**config.mk**
```make
export PLATFORM = sky130hd
export DESIGN_NAME = fifo_wr_arbiter
export DESIGN_NICKNAME = d
export VERILOG_FILES = /design/src/rtl/fifo_wr_arbiter.sv
export SDC_FILE = /design/constraint.sdc
export NUM_CORES = 1
export LEC_CHECK = 0
export CORE_ASPECT_RATIO = 1.2
export CORE_UTILIZATION = 40
export DETAILED_ROUTE_END_ITERATION = 6
export PLACE_DENSITY = 0.93
export SETUP_SLACK_MARGIN = 0.15
export SLEW_MARGIN = 20
export SYNTH_ARGS = -nofsm -noshare
export SYNTH_HDL_FRONTEND = slang
export SYNTH_SLANG_ARGS = --single-unit
```
**constraint.sdc**
```tcl
create_clock -name wclk -period 3.1 [get_ports wclk]
set_clock_uncertainty 0.2 [all_clocks]
set_input_delay 0.465 -clock wclk [delete_from_list [all_inputs] [get_ports wclk]]
set_output_delay 0.465 -clock wclk [all_outputs]
set_load 0.05 [all_outputs]
```
**src/rtl/fifo_wr_arbiter.sv**
```systemverilog
// Round-robin, packet-granular arbiter that shares the async FIFO write port among NREQ wclk-domain producers.
// Optional macro FIFO_WR_ARB_TAG_EN: each grant first writes a header beat holding the requester index.
module fifo_wr_arbiter #(
  parameter int NREQ      = 4,
  parameter int DSIZE     = 8,
  parameter int MAX_BURST = 16
) (
  input  logic                  wclk,
  input  logic                  wrst_n,
  input  logic [NREQ-1:0]       req,
  input  logic [NREQ*DSIZE-1:0] req_data,
  input  logic [NREQ-1:0]       req_last,
  output logic [NREQ-1:0]       req_ready,
  input  logic                  wfull,
  output logic                  winc,
  output logic [DSIZE-1:0]      wdata,
  output logic [NREQ-1:0]       grant,
  output logic                  busy
);

  localparam int IW = $clog2(NREQ);
  localparam int CW = $clog2(MAX_BURST + 1);

`ifdef FIFO_WR_ARB_TAG_EN
  typedef enum logic [1:0] {IDLE, XFER, HDR} state_t;
`else
  typedef enum logic [1:0] {IDLE, XFER} state_t;
`endif

  state_t          state, state_nx;
  logic [NREQ-1:0] grant_nx;
  logic [IW-1:0]   last_gnt, last_gnt_nx;
  logic [IW-1:0]   cand, pick;
  logic            found;
  logic [CW-1:0]   cnt, cnt_nx;
  logic            take;

  // Rotating priority search: first requester above last_gnt, wrapping around.
  always_comb begin
    found = 1'b0;
    pick  = last_gnt;
    cand  = last_gnt;
    for (int k = 1; k <= NREQ; k++) begin
      cand = IW'((int'(last_gnt) + k) % NREQ);
      if (!found && req[cand]) begin
        found = 1'b1;
        pick  = cand;
      end
    end
  end

  always_comb begin
    state_nx    = state;
    grant_nx    = grant;
    last_gnt_nx = last_gnt;
    cnt_nx      = cnt;
    req_ready   = '0;
    winc        = 1'b0;
    wdata       = '0;
    take        = 1'b0;
    case (state)
      IDLE: begin
        if (found) begin
          grant_nx       = '0;
          grant_nx[pick] = 1'b1;
          last_gnt_nx    = pick;
          cnt_nx         = '0;
`ifdef FIFO_WR_ARB_TAG_EN
          state_nx       = HDR;
`else
          state_nx       = XFER;
`endif
        end
      end
`ifdef FIFO_WR_ARB_TAG_EN
      HDR: begin
        winc  = !wfull;
        wdata = DSIZE'(last_gnt);
        if (!wfull) state_nx = XFER;
      end
`endif
      XFER: begin
        take      = req[last_gnt] && !wfull;
        req_ready = grant & {NREQ{!wfull}};
        winc      = take;
        wdata     = req_data[last_gnt*DSIZE +: DSIZE];
        // Release on end of packet or when the burst budget is used up.
        if (take) begin
          cnt_nx = cnt + 1'b1;
          if (req_last[last_gnt] || cnt == CW'(MAX_BURST - 1)) begin
            state_nx = IDLE;
            grant_nx = '0;
          end
        end
      end
      default: state_nx = IDLE;
    endcase
  end

  always_ff @(posedge wclk or negedge wrst_n) begin
    if (!wrst_n) begin
      state    <= IDLE;
      grant    <= '0;
      last_gnt <= IW'(NREQ - 1);
      cnt      <= '0;
    end else begin
      state    <= state_nx;
      grant    <= grant_nx;
      last_gnt <= last_gnt_nx;
      cnt      <= cnt_nx;
    end
  end

  assign busy = (state != IDLE);

endmodule

```
==> results of run 1 <==
cell families (layout without fill, tap and decap cells):
kind of cell,Yosys count,count (layout),synth area share [%]
and+or+nand+nor,35,35,20.2
AOI/OAI and AO/OA,20,20,17.3
DFF,12,12,30.6
adders and majority gates,2,2,2.52
muxes,15,15,25.3
buffers and inverters,8,67,4.17
report_power, final:
part | switching [mW] | internal (mW) | leakage, nW
clock | 0.0515 | 0.0714 | 0.0210
combinational | 0.635 | 0.448 | 0.510
sequential | 0.114 | 0.231 | 0.148
worst max-delay path, stage by stage, from the launching register on:
cell and delay [ps]:
sky130_fd_sc_hd__dfstp_2 710, sky130_fd_sc_hd__mux4_2 540, sky130_fd_sc_hd__and2_1 170, sky130_fd_sc_hd__dlygate4sd2_1 420
stage by stage:
step / total power, mW / cell area [sq um] / std cells / util [%] / hold slack (ps)
2_1_floorplan: 1.14 / 991 / 92 / - / -30.6
3_3_place_gp: 1.46 / 1610 / 178 / 70.0 / 254
3_5_place_dp: 1.49 / 1610 / 178 / 70.0 / 285
4_1_cts: 1.57 / 1640 / 182 / 71.1 / 319
5_1_grt: 1.65 / 1640 / 182 / 71.1 / 342
6_report: 1.55 / 1640 / 182 / 71.1 / 315
repair_timing:
| item | in CTS | in global routing |
|---|---|---|
| resized for setup | 8 | 0 |
| setup endpoints to repair | 8 | 0 |
| buffers inserted | 0 | 0 |
metal layers:
metal | part of all wire, % | wire length, um | up-vias
met5 | 0 | 0 | -
met4 | 1.1 | 30 | 0
met3 | 13 | 373 | 3
met2 | 53 | 1480 | 52
met1 | 33 | 918 | 470
li1 | - | - | 464
cell type report:
class | instances | area, sq um
fillers | 176 | 666
well taps | 31 | 38.8
flip-flops and latches | 12 | 303
clock buffers | 4 | 36.3
multi-input cells | 72 | 647
inverters | 2 | 7.51
repair buffers | 61 | 608
registers in the layout (all words and copies together), names as in the netlist:
register	cells
cnt	5
grant	4
last_gnt	2
state	1
worst paths after layout:
check,end,startpoint
max in group asynchronous,last_gnt[1],wrst_n
worst min-delay path,cnt[2],cnt[2]
min in group asynchronous,state[0],wrst_n
worst max-delay path,wdata[2],last_gnt[0]
worst max register to register,grant[0],last_gnt[0]
worst min register to register,cnt[2],cnt[2]
cells in the mapped netlist (all sizes together):
cell type | count | area [sq um]
dfstp | 2 | 52.6
nand4 | 1 | 6.26
or3b | 1 | 11.3
nand3b | 2 | 15.0
o211a | 1 | 10.0
or4 | 1 | 7.51
mux4 | 8 | 180
nor2b | 2 | 12.5
dfrtp | 10 | 250
inv | 2 | 7.51
nor2 | 3 | 11.3
a221oi | 1 | 8.76
ha | 2 | 25.0
a32o | 2 | 20.0
buf | 3 | 21.3
a22o | 2 | 17.5
mux2i | 7 | 70.1
nand2 | 8 | 30.0
o21ai | 4 | 20.0
o22ai | 1 | 20.0
nand2b | 4 | 25.0
and3 | 1 | 6.26
and2 | 12 | 75.1
a21oi | 3 | 15.0
o211ai | 1 | 7.51
a21o | 1 | 7.51
a31oi | 2 | 27.5
clkbuf | 3 | 12.5
o21a | 1 | 7.51
a221o | 1 | 10.0
==> impl_metrics.prom, run 1 <==
# TYPE chip_impl_metric gauge
chip_impl_metric{name="netlist_instances",unit=""} 92
chip_impl_metric{name="proportion_of_layout_cells_with_a_drive_suffix_above_1",unit="%"} 12.6
chip_impl_metric{name="io-pin-count",unit=""} 61
chip_impl_info{name="timing.critical_path.to_type",value="output pin"} 1
chip_impl_metric{name="global_route.usage.met1",unit="%"} 19.0
chip_impl_metric{name="clkLatencyLatePin",unit="ps"} 270
chip_impl_metric{name="postSynthAreaPerCell",unit="sq um"} 10.8
chip_impl_info{name="timing_worst_setup_path_type",value="flip-flop to output pin"} 1
chip_impl_metric{name="vdd_drop_max",unit="uV"} 558
chip_impl_metric{name="path_max_fanout",unit=""} 9
chip_impl_metric{name="drt-vias-per-instance",unit=""} 5.43
chip_impl_metric{name="first_pass_iters",unit=""} 4
chip_impl_metric{name="data_required_critical_path",unit="ps"} 2430
chip_impl_metric{name="drv_cap",unit=""} 0
chip_impl_metric{name="worst-endpoint-arrival",unit="ps"} 2120
chip_impl_metric{name="fin_ws",unit="ps"} 319
chip_impl_metric{name="finalWirelength",unit="mm"} 2.80
chip_impl_metric{name="antennaDiodeCount",unit=""} 0
chip_impl_metric{name="routed_wire_length_per_instance",unit="um"} 15.4
chip_impl_metric{name="cts_htree_levels",unit=""} 1
chip_impl_metric{name="synthesis.area",unit="sq um"} 991
chip_impl_metric{name="worst_hold_path.num_cells",unit=""} 1
chip_impl_metric{name="seq_area_frac_synth",unit="%"} 30.6
chip_impl_metric{name="slew_headroom",unit="%"} 65.2
chip_impl_metric{name="final-hold-violation-count",unit=""} 0
chip_impl_info{name="layout.cells.most_common_list",value="51 x sky130_fd_sc_hd__clkdlybuf4s50_1, 12 x sky130_fd_sc_hd__and2_1, 10 x sky130_fd_sc_hd__dfrtp_1"} 1
chip_impl_metric{name="dieWidth",unit="um"} 47.4
chip_impl_metric{name="cts.path.max_buffers",unit=""} 2
chip_impl_metric{name="synth-seq-cells",unit=""} 12
chip_impl_info{name="layout_commonest_cell",value="sky130_fd_sc_hd__clkdlybuf4s50_1"} 1
chip_impl_metric{name="reg2reg_slack",unit="ps"} 920
chip_impl_metric{name="ant_nets",unit=""} 0
chip_impl_metric{name="cts.sink_count",unit=""} 12
chip_impl_metric{name="power.density",unit="nW/um^2"} 945
chip_impl_metric{name="setup_tns",unit="ps"} 0
chip_impl_metric{name="detailedPlace.worstSlack",unit="ps"} 225
chip_impl_metric{name="path_clk_slew",unit="ps"} 70
chip_impl_metric{name="number_of_buffers_inserted_during_clock_tree_synthesis",unit=""} 3
chip_impl_metric{name="worst-slew-pin-transition",unit="ps"} 520
chip_impl_metric{name="initial_antenna_violation_count",unit=""} 0
chip_impl_info{name="ctsRootBufferMaster",value="sky130_fd_sc_hd__clkbuf_4"} 1
chip_impl_metric{name="grt_util_met3",unit="%"} 5.47
chip_impl_metric{name="number_of_global_route_vias_before_repair",unit=""} 1023
chip_impl_info{name="grt_most_used_layer",value="met2"} 1
chip_impl_metric{name="globalRouteMet2Util",unit="%"} 41.1
chip_impl_metric{name="routed-via-count",unit=""} 989
chip_impl_metric{name="core_region_area",unit="sq um"} 2310
chip_impl_metric{name="holdBufCountCts",unit=""} 0
chip_impl_metric{name="globalRouteTotalUtil",unit="%"} 21.6
chip_impl_metric{name="vertical_die_dimension",unit="um"} 56.5
chip_impl_metric{name="synth.distinct_cells",unit=""} 33
chip_impl_metric{name="fp.dieArea",unit="sq um"} 2680
chip_impl_info{name="tritoncts_clock_tree",value="done"} 1
chip_impl_metric{name="drtIter0Drc",unit=""} 11
chip_impl_metric{name="maxClockFrequency",unit="MHz"} 360
chip_impl_metric{name="synthToLayoutAreaGrowth",unit="%"} 65.5
chip_impl_metric{name="finalWeightedCongestion",unit=""} 0.712
chip_impl_info{name="outcome",value="finished, final reports clean"} 1
chip_impl_metric{name="post-route-period-util",unit="%"} 89.7
chip_impl_info{name="setup_repair_after_global_routing_missed_its_margin",value="no"} 1
chip_impl_metric{name="synth_fp_nets",unit=""} 137
chip_impl_metric{name="rows",unit=""} 19
chip_impl_info{name="setup.worst_path.start_class",value="flip-flop"} 1
chip_impl_metric{name="grt_start_max_net_pins",unit=""} 20
chip_impl_metric{name="drc",unit=""} 0
chip_impl_metric{name="final_net_count",unit=""} 197
chip_impl_metric{name="grt_overflow",unit=""} 0
chip_impl_metric{name="setup_viol_count_final",unit=""} 0
chip_impl_metric{name="final-max-slew-violation-count",unit=""} 0
chip_impl_metric{name="fin_crit",unit="ps"} 2780
chip_impl_metric{name="hpwlAfterDp",unit="mm"} 2.31
chip_impl_info{name="worst_hold_path_type",value="flip-flop to flip-flop"} 1
chip_impl_metric{name="power.leakage",unit="nW"} 0.680
chip_impl_metric{name="start_util",unit="%"} 43.0
chip_impl_metric{name="port-buffer-count",unit=""} 60
chip_impl_metric{name="yosys_warnings",unit=""} 0
chip_impl_metric{name="r2r_cells",unit=""} 5
chip_impl_metric{name="grt_first_pass_wirelength",unit="mm"} 4.18
Power figures use the tool's default switching activity.
==> inputs of run 2 (changes only) <==
--- a/config.mk
+++ b/config.mk
@@ -6,9 +6,9 @@
 export NUM_CORES = 1
 export LEC_CHECK = 0
 export CORE_ASPECT_RATIO = 1.2
-export CORE_UTILIZATION = 40
+export CORE_UTILIZATION = 33
 export DETAILED_ROUTE_END_ITERATION = 6
-export PLACE_DENSITY = 0.93
+export PLACE_DENSITY = 0.83
 export SETUP_SLACK_MARGIN = 0.15
 export SLEW_MARGIN = 20
 export SYNTH_ARGS = -nofsm -noshare
==> constraint.sdc (replaced) <==
create_clock -name wclk -period 2.4 [get_ports wclk]
set_clock_uncertainty 0.2 [all_clocks]
set_input_delay 0.36 -clock wclk [delete_from_list [all_inputs] [get_ports wclk]]
set_output_delay 0.36 -clock wclk [all_outputs]
set_load 0.05 [all_outputs]
==> run 2 against run 1 <==
  * Combinational power is 76% higher
  * Critical path depth increased by 1
  * Hold slack lost 70 ps
  * Largest power group unchanged
  * Sequential power increased by 28%
  * Highest routed layer unchanged
  * Total power is 61% higher
==> impl_metrics.prom, run 2 (same netlist as run 1, synthesis figures left out) <==
# TYPE chip_impl_metric gauge
chip_impl_info{name="outcome",value="finished, final reports clean"} 1
chip_impl_metric{name="core_region_area",unit="sq um"} 2810
chip_impl_metric{name="slew_headroom",unit="%"} 62.9
chip_impl_metric{name="grt_start_max_net_pins",unit=""} 20
chip_impl_metric{name="clkLatencyLatePin",unit="ps"} 270
chip_impl_metric{name="first_pass_iters",unit=""} 4
chip_impl_metric{name="largest_register_ffs",unit=""} 5
chip_impl_metric{name="drt-vias-per-instance",unit=""} 5.37
chip_impl_metric{name="final-max-slew-violation-count",unit=""} 0
chip_impl_metric{name="final_net_count",unit=""} 205
chip_impl_metric{name="antennaDiodeCount",unit=""} 0
chip_impl_metric{name="vdd_drop_max",unit="uV"} 779
chip_impl_metric{name="cts.path.max_buffers",unit=""} 2
chip_impl_metric{name="dieWidth",unit="um"} 52.0
chip_impl_info{name="ctsRootBufferMaster",value="sky130_fd_sc_hd__clkbuf_4"} 1
chip_impl_metric{name="cts.sink_count",unit=""} 12
chip_impl_metric{name="io-pin-count",unit=""} 61
chip_impl_metric{name="path_clk_slew",unit="ps"} 70
chip_impl_info{name="tritoncts_clock_tree",value="done"} 1
chip_impl_info{name="timing.rr.start",value="last_gnt[0]"} 1
chip_impl_metric{name="fin_ws",unit="ps"} 3.02
chip_impl_metric{name="fp.dieArea",unit="sq um"} 3230
chip_impl_metric{name="worst-endpoint-arrival",unit="ps"} 1840
chip_impl_metric{name="finalWeightedCongestion",unit=""} 0.788
chip_impl_info{name="critical_path.slowest_cell",value="sky130_fd_sc_hd__dfstp_2"} 1
chip_impl_metric{name="drtIter0Drc",unit=""} 9
chip_impl_info{name="registers.top_by_ff_count",value="cnt"} 1
chip_impl_metric{name="grt_overflow",unit=""} 0
chip_impl_info{name="cp-startpoint",value="last_gnt[0]"} 1
chip_impl_metric{name="finalWirelength",unit="mm"} 3.28
chip_impl_info{name="worst_hold_path_type",value="input pin to asynchronous set/reset pin"} 1
chip_impl_metric{name="setup_viol_count_final",unit=""} 0
chip_impl_metric{name="data_required_critical_path",unit="ps"} 1840
chip_impl_metric{name="hpwlAfterDp",unit="mm"} 2.28
chip_impl_metric{name="number_of_buffers_inserted_during_clock_tree_synthesis",unit=""} 3
chip_impl_metric{name="synthToLayoutAreaGrowth",unit="%"} 89.6
chip_impl_metric{name="routed_wire_length_per_instance",unit="um"} 17.0
chip_impl_metric{name="power.density",unit="nW/um^2"} 1330
chip_impl_info{name="timing.critical_path.to_type",value="output pin"} 1
chip_impl_metric{name="initial_antenna_violation_count",unit=""} 0
chip_impl_metric{name="power.leakage",unit="nW"} 0.786
chip_impl_metric{name="crit_path_max_incr_delay",unit="ps"} 580
chip_impl_metric{name="globalRouteTotalUtil",unit="%"} 19.0
chip_impl_metric{name="cts_htree_levels",unit=""} 1
chip_impl_metric{name="detailedPlace.worstSlack",unit="ps"} 102
chip_impl_metric{name="port-buffer-count",unit=""} 60
chip_impl_metric{name="fin_crit",unit="ps"} 2400
chip_impl_info{name="setup_repair_after_global_routing_missed_its_margin",value="yes"} 1
chip_impl_metric{name="path_max_fanout",unit=""} 4
chip_impl_info{name="cp_cell_sequence",value="clkbuf_16 -> mux4_2 -> and2_4 -> buf_6"} 1
chip_impl_metric{name="start_util",unit="%"} 35.2
chip_impl_metric{name="vertical_die_dimension",unit="um"} 62.0
chip_impl_metric{name="grt_first_pass_wirelength",unit="mm"} 4.48
chip_impl_metric{name="ant_nets",unit=""} 0
chip_impl_info{name="layout.cells.most_common_list",value="46 x sky130_fd_sc_hd__clkdlybuf4s50_1, 9 x sky130_fd_sc_hd__dfrtp_1, 8 x sky130_fd_sc_hd__mux4_2, 8 x sky130_fd_sc_hd__and2_4, 8 x sky130_fd_sc_hd__nand2_1"} 1
chip_impl_metric{name="total_power",unit="mW"} 2.50
chip_impl_info{name="layout_commonest_cell",value="sky130_fd_sc_hd__clkdlybuf4s50_1"} 1
chip_impl_info{name="biggestRegsByFlops",value="cnt: 5 flops, grant: 4 flops, last_gnt: 2 flops"} 1
chip_impl_metric{name="drv_cap",unit=""} 0
chip_impl_metric{name="proportion_of_layout_cells_with_a_drive_suffix_above_1",unit="%"} 32.1
chip_impl_metric{name="rows",unit=""} 21
chip_impl_metric{name="post-route-period-util",unit="%"} 99.9
chip_impl_metric{name="holdBufCountCts",unit=""} 0
chip_impl_metric{name="final-hold-violation-count",unit=""} 0
chip_impl_metric{name="routed-via-count",unit=""} 1037
chip_impl_info{name="setup.worst_path.start_class",value="flip-flop"} 1
chip_impl_metric{name="drc",unit=""} 0
chip_impl_metric{name="maxClockFrequency",unit="MHz"} 417
chip_impl_metric{name="number_of_global_route_vias_before_repair",unit=""} 957
chip_impl_metric{name="worst-slew-pin-transition",unit="ps"} 555
chip_impl_info{name="timing_worst_setup_path_type",value="flip-flop to output pin"} 1
[run 2: cell types whose count changed in the layout (fill, tap and decap cells not counted), sizes merged]
cell,delta
clkdlybuf4s50,-5
dlymetal6s2s,+1
dlygate4sd2,-8
buf,+19
clkbuf,+1
[run 2: repair_timing]
item                                    CTS  global route
pin swaps                                 0             1
endpoints found under the setup margin    9            10
buffers inserted                          1             4
resized for setup                         9            22
gates cloned                              0             1
[run 2: critical path, delay by kind of cell, from the launching register on]
kind,cells,cell delay (ps)
buffers and inverters,2,300
flip-flops,1,580
multiplexers,1,510
AND/OR/NAND/NOR,1,180
[run 2: routing by layer]
layer  global-route usage, %  up-vias  wire length (um)  part of all wire, %
li1                        -      482                 -                    -
met1                    20.4      495              1210                   37
met2                    36.3       56              1740                   53
met3                    5.11        4               320                  9.8
met4                    5.79        0                17                 0.52
met5                       0        -                 0                    0
[run 2: stage by stage]
step / instance area [sq um] / hold slack, ps / utilization [%] / cells / setup TNS (ps)
4_1_cts: 1750 / 262 / 62.3 / 188 / 0
3_3_place_gp: 1660 / 263 / 59.1 / 183 / 0
6_report: 1880 / 244 / 66.8 / 193 / 0
3_5_place_dp: 1660 / 269 / 59.1 / 183 / 0
5_1_grt: 1880 / 285 / 66.8 / 193 / -92.2
2_1_floorplan: 1000 / -136 / - / 92 / 0
[run 2: power by group]
group	internal (mW)	switching, mW	leakage [nW]
clock	0.0922	0.0670	0.0210
combinational	0.948	0.953	0.617
sequential	0.305	0.135	0.149
[run 2: cell type report]
| cell class | instances | area, sq um |
|---|---|---|
| timing repair buffer | 69 | 787 |
| tap | 34 | 42.5 |
| fill | 205 | 932 |
| clock buffer | 4 | 36.3 |
| sequential | 12 | 308 |
| multi-input combinational | 72 | 698 |
| inverter | 2 | 7.51 |
[run 2: final timing paths]
kind / end / slack [ps] / cells past startpoint
worst min register to register: cnt[3] / 280 / 1
worst max register to register: grant[0] / 280 / 7
worst max-delay path: wdata[7] / 3 / 4
min in group wclk: cnt[3] / 280 / 1
max in group asynchronous: state[0] / 1360 / 1
worst min-delay path: cnt[4] / 240 / 1
